### src/rtl/tnet_cmd_pkg.sv
// rtl/tnet_cmd_pkg.sv - shared types and bit positions for the TNET command dispatcher
package tnet_cmd_pkg;

   typedef struct packed {
      logic [4:0]  op;
      logic [15:0] addr;
      logic [15:0] len;
      logic [95:0] dt;
   } tnet_cmd_t;

   typedef enum logic [1:0] {
      ST_IDLE  = 2'd0,
      ST_ISSUE = 2'd1,
      ST_WAIT  = 2'd2
   } tnet_state_e;

   localparam int STS_BUSY      = 0;
   localparam int STS_EMPTY     = 1;
   localparam int STS_FULL      = 2;
   localparam int STS_CNT_LSB   = 3;
   localparam int STS_CNT_MSB   = 6;
   localparam int STS_OVF       = 8;
   localparam int STS_ERR       = 9;
   localparam int STS_TO        = 10;
   localparam int STS_BAD_OP    = 11;
   localparam int STS_STATE_LSB = 12;
   localparam int STS_STATE_MSB = 13;
   localparam int STS_DONE_LSB  = 16;
   localparam int STS_DONE_MSB  = 31;

   localparam int CTRL_EXEC   = 0;
   localparam int CTRL_OP_LSB = 1;
   localparam int CTRL_OP_MSB = 5;
   localparam int CTRL_CLR    = 7;

endpackage

### src/rtl/tnet_cmd_fifo.sv
// rtl/tnet_cmd_fifo.sv - synchronous command FIFO; a push is accepted when full if a pop
// happens in the same cycle
module tnet_cmd_fifo
   import tnet_cmd_pkg::*;
#(
   parameter int DEPTH = 4,
   localparam int AW = $clog2(DEPTH)
) (
   input  logic          clk_i,
   input  logic          rstn_i,
   input  logic          push_i,
   input  tnet_cmd_t     wdata_i,
   input  logic          pop_i,
   output tnet_cmd_t     rdata_o,
   output logic          full_o,
   output logic          empty_o,
   output logic [AW:0]   count_o
);

   tnet_cmd_t     mem_q [DEPTH];
   logic [AW-1:0] wr_ptr_q;
   logic [AW-1:0] rd_ptr_q;
   logic [AW:0]   count_q;
   logic [AW:0]   count_d;
   logic          push_ok;
   logic          pop_ok;

   assign full_o  = (count_q == (AW+1)'(DEPTH));
   assign empty_o = (count_q == '0);
   assign pop_ok  = pop_i && !empty_o;
   assign push_ok = push_i && (!full_o || pop_ok);
   assign rdata_o = mem_q[rd_ptr_q];
   assign count_o = count_q;

   always_comb begin
      count_d = count_q;
      if (push_ok && !pop_ok) begin
         count_d = count_q + (AW+1)'(1);
      end else if (!push_ok && pop_ok) begin
         count_d = count_q - (AW+1)'(1);
      end
   end

   // Storage carries no reset; only the pointers and count define validity.
   always_ff @(posedge clk_i) begin
      if (push_ok) begin
         mem_q[wr_ptr_q] <= wdata_i;
      end
   end

   always_ff @(posedge clk_i) begin
      if (!rstn_i) begin
         wr_ptr_q <= '0;
         rd_ptr_q <= '0;
         count_q  <= '0;
      end else begin
         if (push_ok) begin
            wr_ptr_q <= wr_ptr_q + AW'(1);
         end
         if (pop_ok) begin
            rd_ptr_q <= rd_ptr_q + AW'(1);
         end
         count_q <= count_d;
      end
   end

endmodule

### src/rtl/tnet_cmd_dispatch.sv
// rtl/tnet_cmd_dispatch.sv - queues TNET_CTRL exec writes and issues them to the core one at a time
// Optional completion timeout built when TNET_CMD_TIMEOUT_EN is defined.
module tnet_cmd_dispatch
   import tnet_cmd_pkg::*;
#(
   parameter int CMD_DEPTH = 4,
   parameter int TO_W      = 16
) (
   input  logic        ps_aclk,
   input  logic        ps_aresetn,
   input  logic [31:0] TNET_CTRL,
   input  logic [31:0] TNET_CFG,
   input  logic [15:0] TNET_ADDR,
   input  logic [15:0] TNET_LEN,
   input  logic [31:0] RAXI_DT1,
   input  logic [31:0] RAXI_DT2,
   input  logic [31:0] RAXI_DT3,
   output logic        cmd_valid_o,
   input  logic        cmd_ready_i,
   output logic [4:0]  cmd_op_o,
   output logic [15:0] cmd_addr_o,
   output logic [15:0] cmd_len_o,
   output logic [95:0] cmd_dt_o,
   input  logic        cmd_done_i,
   input  logic        cmd_err_i,
   output logic [31:0] CMD_STATUS
);

   localparam int AW = $clog2(CMD_DEPTH);

   tnet_state_e state_q, state_d;
   tnet_cmd_t   cap_q;
   tnet_cmd_t   out_q;
   tnet_cmd_t   fifo_rdata;
   logic        exec_q, exec_prev_q;
   logic        clr_q, clr_prev_q;
   logic        exec_ev, clr_ev, op_zero;
   logic        fifo_push, fifo_pop, fifo_full, fifo_empty;
   logic [AW:0] fifo_count;
   logic        ovf_q, err_q, bad_q, to_q;
   logic        ovf_d, err_d, bad_d;
   logic        ovf_set, bad_set, err_set, to_set, done_evt, to_expire;
   logic [15:0] done_cnt_q;
   logic [31:0] status;
   logic        unused_bits;

   // Fields are captured alongside CTRL so a push uses one coherent snapshot.
   always_ff @(posedge ps_aclk) begin
      if (!ps_aresetn) begin
         cap_q       <= '0;
         exec_q      <= 1'b0;
         exec_prev_q <= 1'b0;
         clr_q       <= 1'b0;
         clr_prev_q  <= 1'b0;
      end else begin
         cap_q       <= '{op: TNET_CTRL[CTRL_OP_MSB:CTRL_OP_LSB], addr: TNET_ADDR, len: TNET_LEN,
                          dt: {RAXI_DT3, RAXI_DT2, RAXI_DT1}};
         exec_q      <= TNET_CTRL[CTRL_EXEC];
         exec_prev_q <= exec_q;
         clr_q       <= TNET_CTRL[CTRL_CLR];
         clr_prev_q  <= clr_q;
      end
   end

   assign exec_ev   = exec_q && !exec_prev_q;
   assign clr_ev    = clr_q && !clr_prev_q;
   assign op_zero   = (cap_q.op == 5'd0);
   assign fifo_pop  = (state_q == ST_IDLE) && !fifo_empty;
   assign fifo_push = exec_ev && !op_zero;
   assign ovf_set   = fifo_push && fifo_full && !fifo_pop;
   assign bad_set   = exec_ev && op_zero;

   tnet_cmd_fifo #(.DEPTH(CMD_DEPTH)) u_fifo (
      .clk_i   (ps_aclk),
      .rstn_i  (ps_aresetn),
      .push_i  (fifo_push),
      .wdata_i (cap_q),
      .pop_i   (fifo_pop),
      .rdata_o (fifo_rdata),
      .full_o  (fifo_full),
      .empty_o (fifo_empty),
      .count_o (fifo_count)
   );

   always_comb begin
      state_d  = state_q;
      done_evt = 1'b0;
      err_set  = 1'b0;
      to_set   = 1'b0;
      case (state_q)
         ST_IDLE: begin
            if (!fifo_empty) state_d = ST_ISSUE;
         end
         ST_ISSUE: begin
            if (cmd_ready_i) state_d = ST_WAIT;
         end
         ST_WAIT: begin
            if (cmd_done_i) begin
               state_d  = ST_IDLE;
               done_evt = 1'b1;
               err_set  = cmd_err_i;
            end else if (to_expire) begin
               state_d = ST_IDLE;
               to_set  = 1'b1;
            end
         end
         default: state_d = ST_IDLE;
      endcase
   end

   // A set in the same cycle as a clear rise wins.
   assign ovf_d = ovf_set || (ovf_q && !clr_ev);
   assign err_d = err_set || (err_q && !clr_ev);
   assign bad_d = bad_set || (bad_q && !clr_ev);

   always_ff @(posedge ps_aclk) begin
      if (!ps_aresetn) begin
         state_q    <= ST_IDLE;
         out_q      <= '0;
         ovf_q      <= 1'b0;
         err_q      <= 1'b0;
         bad_q      <= 1'b0;
         done_cnt_q <= '0;
      end else begin
         state_q <= state_d;
         if (fifo_pop) begin
            out_q <= fifo_rdata;
         end
         ovf_q <= ovf_d;
         err_q <= err_d;
         bad_q <= bad_d;
         if (done_evt) begin
            done_cnt_q <= done_cnt_q + 16'd1;
         end
      end
   end

`ifdef TNET_CMD_TIMEOUT_EN
   logic [TO_W-1:0] to_cnt_q;

   // A loaded value of zero never reaches one, so the timeout stays disabled.
   assign to_expire = (state_q == ST_WAIT) && (to_cnt_q == TO_W'(1));

   always_ff @(posedge ps_aclk) begin
      if (!ps_aresetn) begin
         to_cnt_q <= '0;
         to_q     <= 1'b0;
      end else begin
         if (state_q == ST_ISSUE && cmd_ready_i) begin
            to_cnt_q <= TNET_CFG[TO_W-1:0];
         end else if (state_q == ST_WAIT && to_cnt_q != '0) begin
            to_cnt_q <= to_cnt_q - TO_W'(1);
         end
         to_q <= to_set || (to_q && !clr_ev);
      end
   end

   assign unused_bits = ^{TNET_CTRL[31:8], TNET_CTRL[6], TNET_CFG};
`else
   localparam int unused_to_w = TO_W;

   assign to_expire   = 1'b0;
   assign to_q        = 1'b0;
   assign unused_bits = ^{TNET_CTRL[31:8], TNET_CTRL[6], TNET_CFG, to_set};
`endif

   always_comb begin
      status                              = '0;
      status[STS_BUSY]                    = (state_q != ST_IDLE);
      status[STS_EMPTY]                   = fifo_empty;
      status[STS_FULL]                    = fifo_full;
      status[STS_CNT_MSB:STS_CNT_LSB]     = 4'(fifo_count);
      status[STS_OVF]                     = ovf_q;
      status[STS_ERR]                     = err_q;
      status[STS_TO]                      = to_q;
      status[STS_BAD_OP]                  = bad_q;
      status[STS_STATE_MSB:STS_STATE_LSB] = state_q;
      status[STS_DONE_MSB:STS_DONE_LSB]   = done_cnt_q;
   end

   assign CMD_STATUS  = status;
   assign cmd_valid_o = (state_q == ST_ISSUE);
   assign cmd_op_o    = out_q.op;
   assign cmd_addr_o  = out_q.addr;
   assign cmd_len_o   = out_q.len;
   assign cmd_dt_o    = out_q.dt;

endmodule

### config.mk
export PLATFORM = sky130hd
export DESIGN_NAME = tnet_cmd_dispatch
export DESIGN_NICKNAME = d
export VERILOG_FILES = /design/src/rtl/tnet_cmd_pkg.sv /design/src/rtl/tnet_cmd_fifo.sv /design/src/rtl/tnet_cmd_dispatch.sv
export SDC_FILE = /design/constraint.sdc
export NUM_CORES = 1
export LEC_CHECK = 0
export CAP_MARGIN = 30
export CORE_UTILIZATION = 30
export CTS_BUF_LIST = sky130_fd_sc_hd__clkbuf_8
export DETAILED_ROUTE_END_ITERATION = 8
export GPL_TIMING_DRIVEN = 0
export HOLD_SLACK_MARGIN = 0.15
export SLEW_MARGIN = 0
export SYNTH_ARGS = -nofsm -noshare
export SYNTH_HDL_FRONTEND = slang
export SYNTH_SLANG_ARGS = --single-unit
### constraint.sdc
create_clock -name ps_aclk -period 10.6 [get_ports ps_aclk]
set_input_delay 2.12 -clock ps_aclk [delete_from_list [all_inputs] [get_ports ps_aclk]]
set_output_delay 2.12 -clock ps_aclk [all_outputs]
set_load 0.02 [all_outputs]
==> impl_results.md, run 1 <==
- Final nets: ~2400
- VDD IR max: between 150 and 200 uV
- Max_cap viols: 0
- Post-route minimum period: just under 5 ns
- RSZ-0062 raised after global routing: no
- Synthesized area per cell: 16.7 sq um
- Critical Path Source: u_fifo.count_o[0]
- # diodes: 0
- Worst reg2reg endpoint: u_fifo.count_o[2]
- Routed WL: roughly 70 mm
- Final hold violation count: 0
- Worst-Skew Late Latency: roughly 0.8 ns
- Pint: slightly above 6 mW
- Starting density of the core: 30.3%
- EDFF count, synth: about 530
- Critical path type: register to primary output
- PD cells: 244 nW/um^2
- Grt ovf: 0
- Total Routing Usage GR: 14.4%
- Leak: approximately 12 nW
- Post-CTS setup buffers: 0
- PortBufs: 300
- Sequential-to-total area share from yosys stat: approximately 76%
- R2R Setup Slk: a little over 7 ns
- Final Non-Filler Cells: 3573
- Yosys reg bits: 830
- Hold buffers post-CTS: 0
- HP Class: register to register
- Avg Vias per Cell: 4.43
- Antenna violations before repair: 5
- Vias: ~16000
- Hpwl dp: around 45 mm
- Sink Count: 830
- WP data arrival: 2.77 ns
- Setup crit end: CMD_STATUS[2]
- Final GP Congestion: around 0.75
- Wirelength per Cell: 19.5 microns
- Synth warn: 0
- Die Wd: between 300 and 400 microns
- Vias in the first global route: 17100
- Reg-to-Reg Start: u_fifo.count_o[0]
- Status: complete, no violations
- Clk_skew: 0.0359 ns
- CP Launch Type: register
- Cell Rows: approximately 110
- Clock root buffer: clkbuf_8
- CTS tree: built
- Top Family by Delay on Critical Path: buffers and inverters
- Clock share of power: 31.2%
- Core Footprint: 95200 sq um
- Worst-path fanout max: 5
- Distinct cells, synth: 44
- Setup TNS: 0 ns
- Buf/Inv on CP: 2
- TritonCTS buffer count: between 100 and 150
- Initial detailed-routing violation count: approximately 780
- Die ar.: roughly 97000 sq um
- ANT nets after route: 0
- Switching Fraction: roughly 30%
- Maximum buffer depth of the clock tree: 3
- Worst slew pin tran: between 0.9 and 1 ns
- Placed cell count: approximately 3300
- CTS clk-pin slew, worst paths: roughly 0.060 ns
- DR pass1 iterations: 5
- Post-Syn Instances: 1731
- Post-CTS Resized: 0
- Relative slew slack: between 30% and 40%
- CP Capture Type: primary output
- Ys async rst share: 0%
- Final max-slew violation count: 0
- R2R depth: 11
- Achievable frequency: about 200 MHz
- Crit-path slowest cell: nor3b_1
- Worst EP required: approximately 8.5 ns
- Comb power frac: between 20% and 30%
- Tcrit/Tclk final: 46.1%
- Crit path cell chain: nor3b_1 -> buf_4 -> clkdlybuf4s50_1
- DRC Markers: 0
- Share of cells above drive strength 1: 17.4%
- CP Depth: 3
- First-pass GRT wire length: about 100 mm
- Chip Height: a little over 300 microns
- Most common flop cell mapped by yosys: edfxtp_1
- Io pins: 363
- Largest net degree at the start of global routing: 52
- Net switching power: between 2 and 3 mW
- H-tree depth: 4
- Final setup vio count: 0
- Seq pwr share: a little over two fifths
- Area grow syn2layout: 26.5%
- Mapped cell area: a little under 30000 sq um
- Critical Path Max Stage Delay: between 0.7 and 0.8 ns
-- layout make-up --
type                    instances  area [sq um]
well taps                    1265          1580
inverters                       9          33.8
flip-flops and latches        830         21900
repair buffers                311          3260
fillers                      8849         58700
multi-input cells             790          6330
clock buffers                 157          2160
plain buffers                 106           548
clock inverters               105           607
-- layer usage --
layer  vias to the layer above  global-route usage, %  wire [microns]
li1                       7313                      -               -
met1                      7936                   17.3           29100
met2                       451                   23.9           34100
met3                       130                   4.57            4530
met4                         8                   5.67            1860
met5                         -                      0              55
-- power groups by stage --
stage	Sequential (mW)	Combinational (mW)	Clock, mW
after floorplan	4.16	1.08	0
after global placement	3.95	2.29	0
after detailed placement	3.96	2.31	0
after CTS	3.89	2.32	2.87
after global routing	3.92	2.45	3.01
final	3.89	2.24	2.78
-- through the flow --
| stage | hold slack, ns | utilization, % | power, mW | worst slack [ns] | cell area (sq um) |
|---|---|---|---|---|---|
| final | 0.454 | 38.3 | 8.91 | 5.71 | 36500 |
| after global routing | 0.470 | 38.3 | 9.38 | 5.51 | 36500 |
| after CTS | 0.455 | 38.3 | 9.09 | 5.57 | 36500 |
| after detailed placement | 0.440 | 35.4 | 6.27 | 5.47 | 33700 |
| after global placement | 0.433 | 35.1 | 6.25 | 2.21 | 33400 |
| after floorplan | 0.421 | - | 5.24 | 5.78 | 28800 |
-- worst min-delay path by stage --
stage	from	end	slack, ns	depth (start not counted)
2_1_floorplan	exec_q	exec_prev_q	0.42	1
3_3_place_gp	exec_q	exec_prev_q	0.43	1
3_5_place_dp	exec_q	exec_prev_q	0.44	1
4_1_cts	cmd_dt_o[28]	cmd_dt_o[28]	0.46	2
5_1_grt	cap_q[29]	u_fifo.mem_q[2][29]	0.47	0
6_report	cmd_len_o[1]	cmd_len_o[1]	0.45	2
-- logic make-up (layout without fill, tap and decap cells) --
kind of cell	count (synthesis)	count (layout)	synth area share (%)
muxes	137	137	10.5
xor gates and xnor gates	13	13	0.395
buffers and inverters	115	688	2.01
adders and majority gates	7	7	0.330
other	1	5	0.0130
AOI/OAI and AO/OA	154	154	2.73
DFF	830	830	76.1
and+or+nand+nor	474	474	7.87
-- worst register-to-register path, cell delays in order, from the launching register on --
cell     delay (ns)
dfxtp_1        0.45
or3_1          0.32
inv_2          0.10
nor3_4         0.71
inv_2          0.39
buf_2          0.33
ha_1           0.25
inv_1          0.07
fa_1           0.17
xor2_1         0.08
or3_1          0.31
a21oi_1        0.15
-- cell usage in the layout (no fill, tap or decap), types with 6 or more instances in the layout --
cell type	n
mux4_2	133
clkinv_2	15
nand2_1	276
and2_1	138
nor2_1	23
a21oi_1	142
ha_1	6
xor2_1	7
buf_4	25
xnor2_1	6
clkinv_1	24
buf_16	8
clkbuf_8	157
edfxtp_1	532
clkbuf_1	41
dfxtp_1	298
o21ai_0	6
buf_2	31
clkdlybuf4s50_1	300
inv_1	58
-- sequential cells by signal, summed over array words and instances, names as in the netlist --
signal           flops
bad_q                1
cap_q              133
clr_prev_q           1
clr_q                1
cmd_addr_o          16
cmd_dt_o            96
cmd_len_o           16
cmd_op_o             5
done_cnt_q          16
err_q                1
exec_prev_q          1
exec_q               1
ovf_q                1
state_q              2
u_fifo.count_o       3
u_fifo.mem_q       532
u_fifo.rd_ptr_q      2
u_fifo.wr_ptr_q      2
-- cells in the mapped netlist, drive strengths merged (7+ instances only) --
cell type	n	share of area [%]
nor2	23	0.30
buf	63	1.3
a21oi	142	2.5
inv	8	0.10
and2	142	3.1
nand2	276	3.6
clkbuf	43	0.56
edfxtp	532	55
dfxtp	298	21
mux4	133	10
xor2	7	0.21
(Power assumes the default switching activity.)
==> run 2: changes to the inputs <==
Clock period 10.6 ns to 4.8 ns, I/O delays scaled along.
==> run 2 against run 1 <==
Compared with the run above: die area is the same; clock power rose by 120%; combinational power rose by 120%; clock skew increased by 0.0033 ns; routed wire length is 1.2% higher; worst setup slack got worse by 4.6 ns.
==> impl_results.md, run 2 (same netlist as run 1, synthesis figures left out) <==
- H-tree depth: 4
- RSZ-0062 raised after global routing: no
- VDD IR max: just under 300 uV
- Post-CTS setup buffers: 0
- CP Launch Type: register
- Final hold violation count: 0
- Final Total Pwr: ~20 mW
- Io pins: between 300 and 400
- Worst-path fanout max: 5
- Post-route minimum period: approximately 3.7 ns
- Register area: approximately 22000 sq um
- Vias: 15900
- Hold buffers post-CTS: 0
- Crit path cell chain: nor3b_1 -> buf_4 -> clkdlybuf4s50_1
- First-pass GRT wire length: between 100 and 150 mm
- Final setup vio count: 0
- Area grow syn2layout: 26.8%
- Place WS: around 0.89 ns
- Final max-slew violation count: 0
- Worst EP required: ~3.8 ns
- Post-CTS Resized: 0
- Clk_skew: between 0.03 and 0.04 ns
- Final GP Congestion: ~0.72
- Grt ovf: 0
- # diodes: 0
- ANT nets after route: 0
- Initial detailed-routing violation count: slightly below 1000
- CP Capture Type: primary output
- PortBufs: 300
- CTS tree: built
- Placed Instance Area: 33700 sq um
- Most frequent cells in the layout: 532 x edfxtp_1, 300 x clkdlybuf4s50_1, 298 x dfxtp_1
- Hpwl dp: approximately 46 mm
- Multi-input gate area: 6330 sq um
- Core Footprint: about 95000 sq um
- Tcrit/Tclk final: 76.8%
- Leak: around 13 nW
- Worst slew pin tran: 0.972 ns
- Achievable frequency: about 270 MHz
- DR pass1 iterations: 5
- Final nets: 2395
- Commonest non-fill, non-tap cell in the layout: edfxtp_1
- Max_cap viols: 0
- WP data arrival: approximately 2.7 ns
- Antenna violations before repair: 4
- Largest register by flop count: u_fifo.mem_q
- Total Routing Usage GR: 14.6%
- Vias in the first global route: roughly 17000
- Critical Path Max Stage Delay: 0.73 ns
- Starting density of the core: 30.3%
- Cell Rows: 113
- Die Wd: roughly 310 microns
- Final WS setup: ~1.1 ns
- Layout fillers: approximately 9000
- Largest net degree at the start of global routing: 52
- HP Class: register to register
- Wirelength per Cell: approximately 20 microns
- Die ar.: roughly 97000 sq um
- Max reg flops: between 500 and 600
- PD cells: 541 nW/um^2
- Critical path type: register to primary output
- DRC Markers: 0
- Worst-Skew Late Latency: between 0.7 and 0.8 ns
- TritonCTS buffer count: approximately 140
- Status: complete, no violations
- Crit-path slowest cell: nor3b_1
- Routed WL: 70.5 mm
- Relative slew slack: between 30% and 40%
- CTS clk-pin slew, worst paths: 0.06 ns
- Avg Vias per Cell: 4.44
- Worst hold slack: between 0.4 and 0.5 ns
- Share of cells above drive strength 1: around 18%
- Clock root buffer: clkbuf_8
- Chip Height: 312 microns
- Maximum buffer depth of the clock tree: 3
- Sink Count: 830
- Final instance area: between 30000 and 40000 sq um
[run 2: worst paths after layout]
kind	cells after the start	endpoint	slack, ns	startpoint
min	0	u_fifo.mem_q[0][46]	0.45	cap_q[46]
max	3	CMD_STATUS[2]	1.11	u_fifo.count_o[2]
min reg2reg	0	u_fifo.mem_q[0][46]	0.45	cap_q[46]
max reg2reg	11	u_fifo.count_o[2]	1.30	u_fifo.count_o[0]
[run 2: final cells by class]
cell class | count | share of cell area, %
inverters | 9 | 0.0925
clock buffers | 155 | 5.84
well taps | 1265 | 4.33
repair buffers | 311 | 8.94
plain buffers | 106 | 1.50
clock inverters | 111 | 1.92
multi-input cells | 790 | 17.3
flip-flops and latches | 830 | 60.1
[run 2: power by group]
group          switching [mW]  internal (mW)
Clock                    2.87           3.34
Sequential              0.365           8.23
Combinational            2.87           2.10
Total                    6.10           13.7
[run 2: stage by stage]
stage / std cells / utilization (%) / setup TNS [ns]
floorplan: 1735 / - / 0
finish: 3577 / 38.4 / 0
global placement: 3300 / 35.1 / -430.69
CTS: 3577 / 38.4 / 0
global route: 3577 / 38.4 / 0
detailed placement: 3311 / 35.4 / 0
[run 2: critical path, delay by kind of cell, from the launching register on]
| kind | cells | cell delay (ns) |
|---|---|---|
| buffers and inverters | 2 | 0.82 |
| and+or+nand+nor | 1 | 0.73 |
| DFF | 1 | 0.39 |
[run 2: routing by layer]
metal  track usage (%)  up-vias  routed length (microns)
li1                  -     7332                        -
met1              19.1     8026                    31700
met2              23.7      420                    33800
met3              3.62      110                     3520
met4              5.20        0                     1550
met5                 0        -                        0
